<file path="config.mk">
export PLATFORM = sky130hd
export DESIGN_NAME = pconv_feeder_c6
export DESIGN_NICKNAME = d
export VERILOG_FILES = /design/src/rtl/pconv_feeder_c6_pkg.sv /design/src/rtl/pconv_feeder_c6_fmap_bank.sv /design/src/rtl/pconv_feeder_c6.sv
export SDC_FILE = /design/constraint.sdc
export NUM_CORES = 2
export LEC_CHECK = 0
export ABC_AREA = 1
export CORE_ASPECT_RATIO = 1.25
export CORE_UTILIZATION = 57
export DETAILED_ROUTE_END_ITERATION = 8
export PLACE_DENSITY_LB_ADDON = 0.2
export SKIP_CTS_REPAIR_TIMING = 1
export SLEW_MARGIN = 20
export SYNTH_ARGS = -nofsm -noshare
export SYNTH_HDL_FRONTEND = slang
export SYNTH_SLANG_ARGS = --single-unit
</file>
<file path="constraint.sdc">
create_clock -name clk -period 2.3 [get_ports clk]
set_clock_uncertainty 0.05 [all_clocks]
set_input_delay 0.23 -clock clk [delete_from_list [all_inputs] [get_ports clk]]
set_output_delay 0.23 -clock clk [all_outputs]
set_load 0.005 [all_outputs]
</file>
<file path="src/rtl/pconv_feeder_c6_pkg.sv">
// Shared definitions for the pointwise-conv input feeder: state encoding,
// address-width helper and the channel count shared with the conv array.
package pconv_feeder_c6_pkg;

  localparam int CHANNEL_DEFAULT = 6;

  typedef enum logic [1:0] {
    ST_IDLE   = 2'd0,
    ST_STREAM = 2'd1,
    ST_WAIT   = 2'd2,
    ST_DONE   = 2'd3
  } state_t;

  // Address width for a buffer of `depth` words; never narrower than one bit.
  function automatic int addr_w_f(input int depth);
    return (depth <= 2) ? 1 : $clog2(depth);
  endfunction

endpackage

</file>
<file path="src/rtl/pconv_feeder_c6_fmap_bank.sv">
// One channel plane of the feature map: synchronous write port and a
// registered read port whose output holds between reads.
module fmap_bank #(
  parameter int N     = 16,
  parameter int DEPTH = 36,
  parameter int AW    = 6
) (
  input  logic          clk,
  input  logic          rst,
  input  logic          we,
  input  logic [AW-1:0] waddr,
  input  logic [N-1:0]  wdata,
  input  logic          re,
  input  logic [AW-1:0] raddr,
  output logic [N-1:0]  rdata
);

  logic [N-1:0] mem [DEPTH];

  // NOTE: the storage array has no reset so it maps onto plain RAM; only the
  // read register below is cleared.
  always_ff @(posedge clk) begin
    if (we) mem[waddr] <= wdata;
  end

  always_ff @(posedge clk) begin
    if (rst)     rdata <= '0;
    else if (re) rdata <= mem[raddr];
  end

endmodule

</file>
<file path="src/rtl/pconv_feeder_c6.sv">
// Feature-map buffer plus replay sequencer feeding a 6-input pointwise conv:
// load channel-planar in IDLE, stream raster-order beats, wait for conv end.
module pconv_feeder_c6
  import pconv_feeder_c6_pkg::*;
#(
  parameter int N          = 16,
  parameter int CHANNEL    = CHANNEL_DEFAULT,
  parameter int INPUT_SIZE = 6,
  parameter int ADDR_W     = addr_w_f(INPUT_SIZE * INPUT_SIZE)
) (
  input  logic                 clk,
  input  logic                 rst,
  input  logic                 wr_en,
  input  logic [2:0]           wr_ch,
  input  logic [ADDR_W-1:0]    wr_addr,
  input  logic [N-1:0]         wr_data,
  input  logic                 start,
  input  logic                 stall,
  output logic                 conv_ce,
  output logic                 conv_vld,
  output logic [CHANNEL*N-1:0] conv_din,
  input  logic                 conv_end,
  output logic                 busy,
  output logic                 done
);

  localparam int                PIX    = INPUT_SIZE * INPUT_SIZE;
  localparam logic [ADDR_W-1:0] LAST_P = ADDR_W'(PIX - 1);

  state_t            state, state_next;
  logic [ADDR_W-1:0] p;
  logic              seen_low;
  logic              rd_issue;
  logic              wr_ok;
  logic              restart;

  // Out-of-range addresses and any write outside IDLE are dropped here;
  // out-of-range channels simply match no bank.
  assign wr_ok   = wr_en && (state == ST_IDLE) && (int'(wr_addr) < PIX);
  assign restart = (state == ST_IDLE) && start;

  for (genvar g = 0; g < CHANNEL; g++) begin : g_bank
    fmap_bank #(
      .N    (N),
      .DEPTH(PIX),
      .AW   (ADDR_W)
    ) u_bank (
      .clk  (clk),
      .rst  (rst),
      .we   (wr_ok && (wr_ch == 3'(g))),
      .waddr(wr_addr),
      .wdata(wr_data),
      .re   (rd_issue),
      .raddr(p),
      .rdata(conv_din[g*N +: N])
    );
  end

  // NOTE: every signal driven here gets a default first so no latch is inferred.
  always_comb begin
    state_next = state;
    rd_issue   = 1'b0;
    case (state)
      ST_IDLE:   if (start) state_next = ST_STREAM;
      ST_STREAM: begin
        if (!stall) begin
          rd_issue = 1'b1;
          if (p == LAST_P) state_next = ST_WAIT;
        end
      end
      ST_WAIT:   if (seen_low && conv_end) state_next = ST_DONE;
      ST_DONE:   state_next = ST_IDLE;
      default:   state_next = ST_IDLE;
    endcase
  end

  // NOTE: registers use non-blocking assignments so all of them update from
  // the same pre-edge values.
  always_ff @(posedge clk) begin
    if (rst) begin
      state    <= ST_IDLE;
      p        <= '0;
      seen_low <= 1'b0;
      conv_vld <= 1'b0;
    end else begin
      state    <= state_next;
      conv_vld <= rd_issue;

      if (restart || state == ST_DONE) p <= '0;
      else if (rd_issue)               p <= (p == LAST_P) ? '0 : p + 1'b1;

      // The conv must have accepted work (end low) before its end flag counts.
      if (restart || state == ST_DONE)
        seen_low <= 1'b0;
      else if ((state == ST_STREAM || state == ST_WAIT) && !conv_end)
        seen_low <= 1'b1;
    end
  end

  assign conv_ce = (state == ST_STREAM) || (state == ST_WAIT);
  assign busy    = (state != ST_IDLE);
  assign done    = (state == ST_DONE);

endmodule

</file>
; Word-level counts from Yosys, hierarchy flattened
; Memory sizes are Yosys's and may differ from the RTL's. A register that Yosys moved wholly into a read port is not among the register bits.
; Index checks and enable logic that the tools add are counted.
; W data, S select, Z words.
[word_totals]
ff_bits = 10
mem_bits_rw = 3456
in_bits = 31
output_inout_bits = 100
wordCells = 64
memories = 6
[memory_table]
columns = memory, words, word_bits, read_ports, rd_clocked_by_memory_dff, wr, line_no
row1 = g_bank[0].u_bank.mem, 36, 16, 1, 1, 1, pconv_feeder_c6_fmap_bank.sv:18  ; logic [N-1:0] mem [DEPTH];
row2 = g_bank[1].u_bank.mem, 36, 16, 1, 1, 1, pconv_feeder_c6_fmap_bank.sv:18
row3 = g_bank[2].u_bank.mem, 36, 16, 1, 1, 1, pconv_feeder_c6_fmap_bank.sv:18
row4 = g_bank[3].u_bank.mem, 36, 16, 1, 1, 1, pconv_feeder_c6_fmap_bank.sv:18
row5 = g_bank[4].u_bank.mem, 36, 16, 1, 1, 1, pconv_feeder_c6_fmap_bank.sv:18
row6 = g_bank[5].u_bank.mem, 36, 16, 1, 1, 1, pconv_feeder_c6_fmap_bank.sv:18
[classes]
n_addsub = 1
order_cmp = 1
n_eq_ne = 13
muxes = 20
n_reduce_logical = 19
[ops]
columns = op, n
row1 = $mux W1, 14
row2 = $logic_and A1 B1 Y1, 11
row3 = $mux W2, 4
row4 = $ne A2 B2 Y1 const B, 4
row5 = $pmux W2 S4, 1
row6 = $add A6 B1 Y6 const B, 1
row7 = $eq A3 B2 Y1 const B, 2
row8 = $eq A3 B3 Y1 const B, 2
row9 = $eq A6 B6 Y1 const B, 1
row10 = $lt A6 B6 Y1 const B, 1
row11 = $mux W6, 1
row12 = $eq A2 B2 Y1 const B, 2
row13 = $reduce_and A4 Y1, 1
row14 = $eq A3 B1 Y1 const B, 1
row15 = $logic_not A3 Y1, 1
row16 = $eq A2 B1 Y1 const B, 1
row17 = $logic_not A2 Y1, 1
row18 = $logic_or A1 B1 Y1, 2
row19 = $reduce_bool A2 Y1, 1
row20 = $reduce_or A2 Y1, 1
row21 = $logic_not A1 Y1, 1

; Longest topological paths before layout
[depth]
ltp_word = 6
mapped_depth = 16
mapped_depth_nobuf = 13

; Hierarchy
; A second synthesis with hierarchy kept.
[hier_totals]
cells_unflattened = 13197
area_unflattened_um2 = 147380.1
[by_module_without_submodules]
columns = mod, n_inst, cells_per_inst, area_each_um2, seq_area_each_um2
row1 = fmap_bank at g_bank[1].u_bank ..., 5, 2188, 24497.2, 17616.9
row2 = fmap_bank at g_bank[0].u_bank, 1, 2156, 24250.8, 17616.9
row3 = pconv_feeder_c6, 1, 101, 643.1, 200.2

; Worst setup path before layout
; OpenSTA, ideal clock, no wires.
[synth_timing]
path_type = reg2reg
from = register state[0]
to = memory g_bank[2].u_bank.mem[10][0], enable pin
setup_ns = 0.388
arrival_ns = 2.050
required_time_ns = 1.862
setup_slack_ns = -0.189
path_stages_with_launch = 8
path_buffers = 1
period_less_slack_ns = 2.489
path_cell_list = dfxtp_1 inv_1 ha_1 nand3_1 nor2_1 nand3_1 clkbuf_1 nor2_1
[synth_between]
elab_chain_cells = 6
[synth_lines]
columns = item, line_no
row1 = from (decl), pconv_feeder_c6.sv:30  ; state_t state, state_next;
row2 = from (signal assigned), pconv_feeder_c6.sv:86  ; state <= state_next;
row3 = $logic_not A2 Y1, pconv_feeder_c6.sv:39  ; assign wr_ok = wr_en && (state == ST_IDLE) && (int'(wr_addr) < PIX);
row4 = $logic_and A1 B1 Y1 (2 in a row), pconv_feeder_c6.sv:39
row5 = $logic_and A1 B1 Y1, pconv_feeder_c6.sv:50  ; .we (wr_ok && (wr_ch == 3'(g))),
row6 = $mux W1, pconv_feeder_c6_fmap_bank.sv:23  ; if (we) mem[waddr] <= wdata;
row7 = $mux W1 (not written as such), pconv_feeder_c6_fmap_bank.sv:23
row8 = to (decl), pconv_feeder_c6_fmap_bank.sv:18
; No other way between the ends.

==> impl_metrics.tcl <==
set metrics [dict create \
    finalMaxSlewViolations 0 \
    pwr-share-comb 0.154 \
    syn_nets 13150 \
    core_um2 254900 \
    routed_wl_um 479500 \
    run_status "finished, violations left" \
    seq_area_frac_synth 0.7237 \
    slowest_delay_ps 430 \
    fin_nets 14000 \
    antenna_left 0 \
    cpMaxStageDelayCell "dfxtp_4" \
    fp.dieH_um 568.5 \
    route.met2.wl_um 220800 \
    clock.fmax_mhz 388.3 \
    violations "negative setup slack" \
    cts_num_sinks 3562 \
    power.switching_w 0.04043 \
    hold_path_class "input port to flop" \
    setup_tns_ps -17270 \
    port_buffers 130 \
    dr.pass1.iters 8 \
    netlist_top_cells_count "3,715 x nand2_1, 3,456 x edfxtp_1, 1,719 x nor2_1, 901 x nand3_1, 819 x inv_1" \
    cts-root-buf "clkbuf_16" \
    ios 131 \
    post-place-ws_ps -472.2 \
    ys_types 32 \
    yosysTopAreaCellShare 0.7092 \
    p_leak_nw 66.18 \
    avgViaCountPerCell 5.908 \
    finalHoldViolCount 0 \
    min_period_over_period 1.120 \
    synthTopCellsByArea "edfxtp_1 71%, nand2_1 9.5%, nor2_1 4.4%" \
    crit_required_ps 2970 \
    vias 104000 \
    highest_layer "met5" \
    grt_util_all_layers 0.3651 \
    rsz0062_at_grt "yes" \
    grt_pass1_vias 100200 \
    switching_share 0.2659 \
    ir_worst_vdd_mv 0.8400 \
    finalPower_w 0.1520 \
    rrSetupSlack_ps -280 \
    drc 0 \
    intPower_w 0.1116 \
    setup_violations 162 \
    seqPwrFrac 0.473 \
    grt_pass1_wl_um 676300 \
    ys.flop_type "edfxtp_1" \
    clk_pin_slew_worst_paths_ps 60 \
    clockBufferDepth 4 \
    clkLatencyLatePin_ps 920 \
    netlist_area_um2 146300 \
    fin_util 0.6815 \
    syn_area_per_cell_um2 11.16 \
    start_util 0.5741 \
    maxCapViolCount 0 \
    path_class "flop to flop" \
    synth.ff_latch_count 3562 \
    max_slew.worst_pin.slew_ps 1245 \
    critical_path.startpoint_type "flop" \
    synth_top_area_cell "edfxtp_1" \
    drive_above_1_share 0.1323 \
    end_kind "flop" \
    synthCells 13110 \
    grt_max_degree 75 \
    fin_ws_ps -275.2 \
    met1_length_um 169300 \
    drt-wirelength-per-cell_um 27.23 \
    async_flop_share 0 \
    wl_met3_um 50400 \
    drtIter0Drc 15010 \
    cellPowerDensity_nw_per_um2 875.4 \
    syn2layout_area_growth_pct 18.69 \
    p_clk_frac 0.373 \
    synthMostInstantiatedCell "nand2_1" \
    min_period_ps 2575 \
    yosys_warnings 0 \
    hpwl_um 314800 \
    crit_fanout 29 \
    cts_made_buffers 342 \
    worstPathCellList "buf_12 -> buf_12 -> buf_4 -> or2_2 -> nand3_1 -> a21oi_1 -> nor2_1 -> buf_4 -> nand2_1 -> nand2_1 -> nand2_1 -> nand2_2 -> a21oi_1" \
    cts_htree_levels 5 \
    synth_edf_count 3456 \
    crit_arrival_ps 3250 \
    place_congestion 0.9770 \
    slew_headroom 0.1702 \
    dieArea_um2 258800 \
    whs_ps 77.40 \
    crit_top_cell "nand2_1" \
    num_rows 207 \
    cts_tree "built" \
    grt_overflow 0 \
    fp.dieW_um 455.2 \
    antenna_found_initial 27 \
]
logic make-up (layout without fill, tap and decap cells):
group | after synthesis | in the layout | synth area share
flip-flops | 3562 | 3562 | 0.7237
other | 0 | 28 | 0
XOR/XNOR | 2 | 2 | 0.0001197
AO/OA/AOI/OAI | 1527 | 1527 | 0.05485
adder cells (fa/ha/maj) | 6 | 6 | 0.0005130
AND/OR/NAND/NOR | 6422 | 6422 | 0.1738
buffers and inverters | 1593 | 2717 | 0.04693
layout by cell type (no fill, tap or decap), drive strengths merged, types with 2 or more instances in the layout:
cell type,synthesis,layout
or2,62,62
inv,825,837
dfxtp,106,106
buf,391,1104
clkdlybuf4s50,0,107
dlymetal6s2s,0,3
o22ai,70,70
clkbuf,371,461
xor2,2,2
nand3,901,901
a211oi,2,2
edfxtp,3456,3456
clkinvlp,0,18
clkinv,6,132
nor2,1722,1722
dlygate4sd3,0,18
o211ai,107,107
nor3,15,15
o21ai,1088,1088
and3,6,6
bufinv,0,37
nand2,3715,3715
diode,0,28
ha,6,6
a31oi,12,12
a21oi,246,246
through the flow:
step	cells	area, µm²
after detailed placement	16910	160800
after floorplan	13110	146300
after global routing	17580	173600
final	17610	173700
after CTS	17530	171900
after global placement	16910	160800
power groups by stage:
stage | sequential, W | clock, W | combinational, W
final | 0.0719 | 0.0567 | 0.0234
after global routing | 0.0719 | 0.0592 | 0.0249
after CTS | 0.0719 | 0.0569 | 0.0218
after detailed placement | 0.0733 | 0 | 0.0217
after global placement | 0.0733 | 0 | 0.0214
after floorplan | 0.0730 | 0 | 0.0114
flip-flops by register name (all words and copies together) (netlist names):
signal,count
conv_vld,1
g_bank.u_bank.mem,3456
g_bank.u_bank.rdata,96
p,6
seen_low,1
state,2
worst max-delay path: cells and delay by family (launching register included):
family / cells / cell delay, ps
flops: 1 / 430
simple gates: 7 / 1080
buf+inv: 4 / 660
compound gates: 2 / 170
final timing paths:
kind / start / end / cells past startpoint
max: p[0] / g_bank[2].u_bank.rdata[12] / 13
min: rst / conv_vld / 3
max reg2reg: p[0] / g_bank[2].u_bank.rdata[12] / 13
min reg2reg: g_bank[0].u_bank.rdata[8] / g_bank[0].u_bank.rdata[8] / 2
metal layers:
metal  track usage  up-vias
met5             0        -
met1        0.4681    50140
met4        0.2603       10
met3       0.06528     1299
met2        0.5636     6422
li1              -    46160
final cells by class:
cell class | count | area [µm²]
flip-flops and latches | 3562 | 105900
multi-input cells | 7957 | 34130
clock buffers | 429 | 9112
fillers | 18360 | 81180
clock inverters | 193 | 2013
well taps | 3344 | 4184
repair buffers | 1264 | 15060
diodes | 28 | 70.07
inverters | 831 | 3176
(Power assumes the default switching activity.)
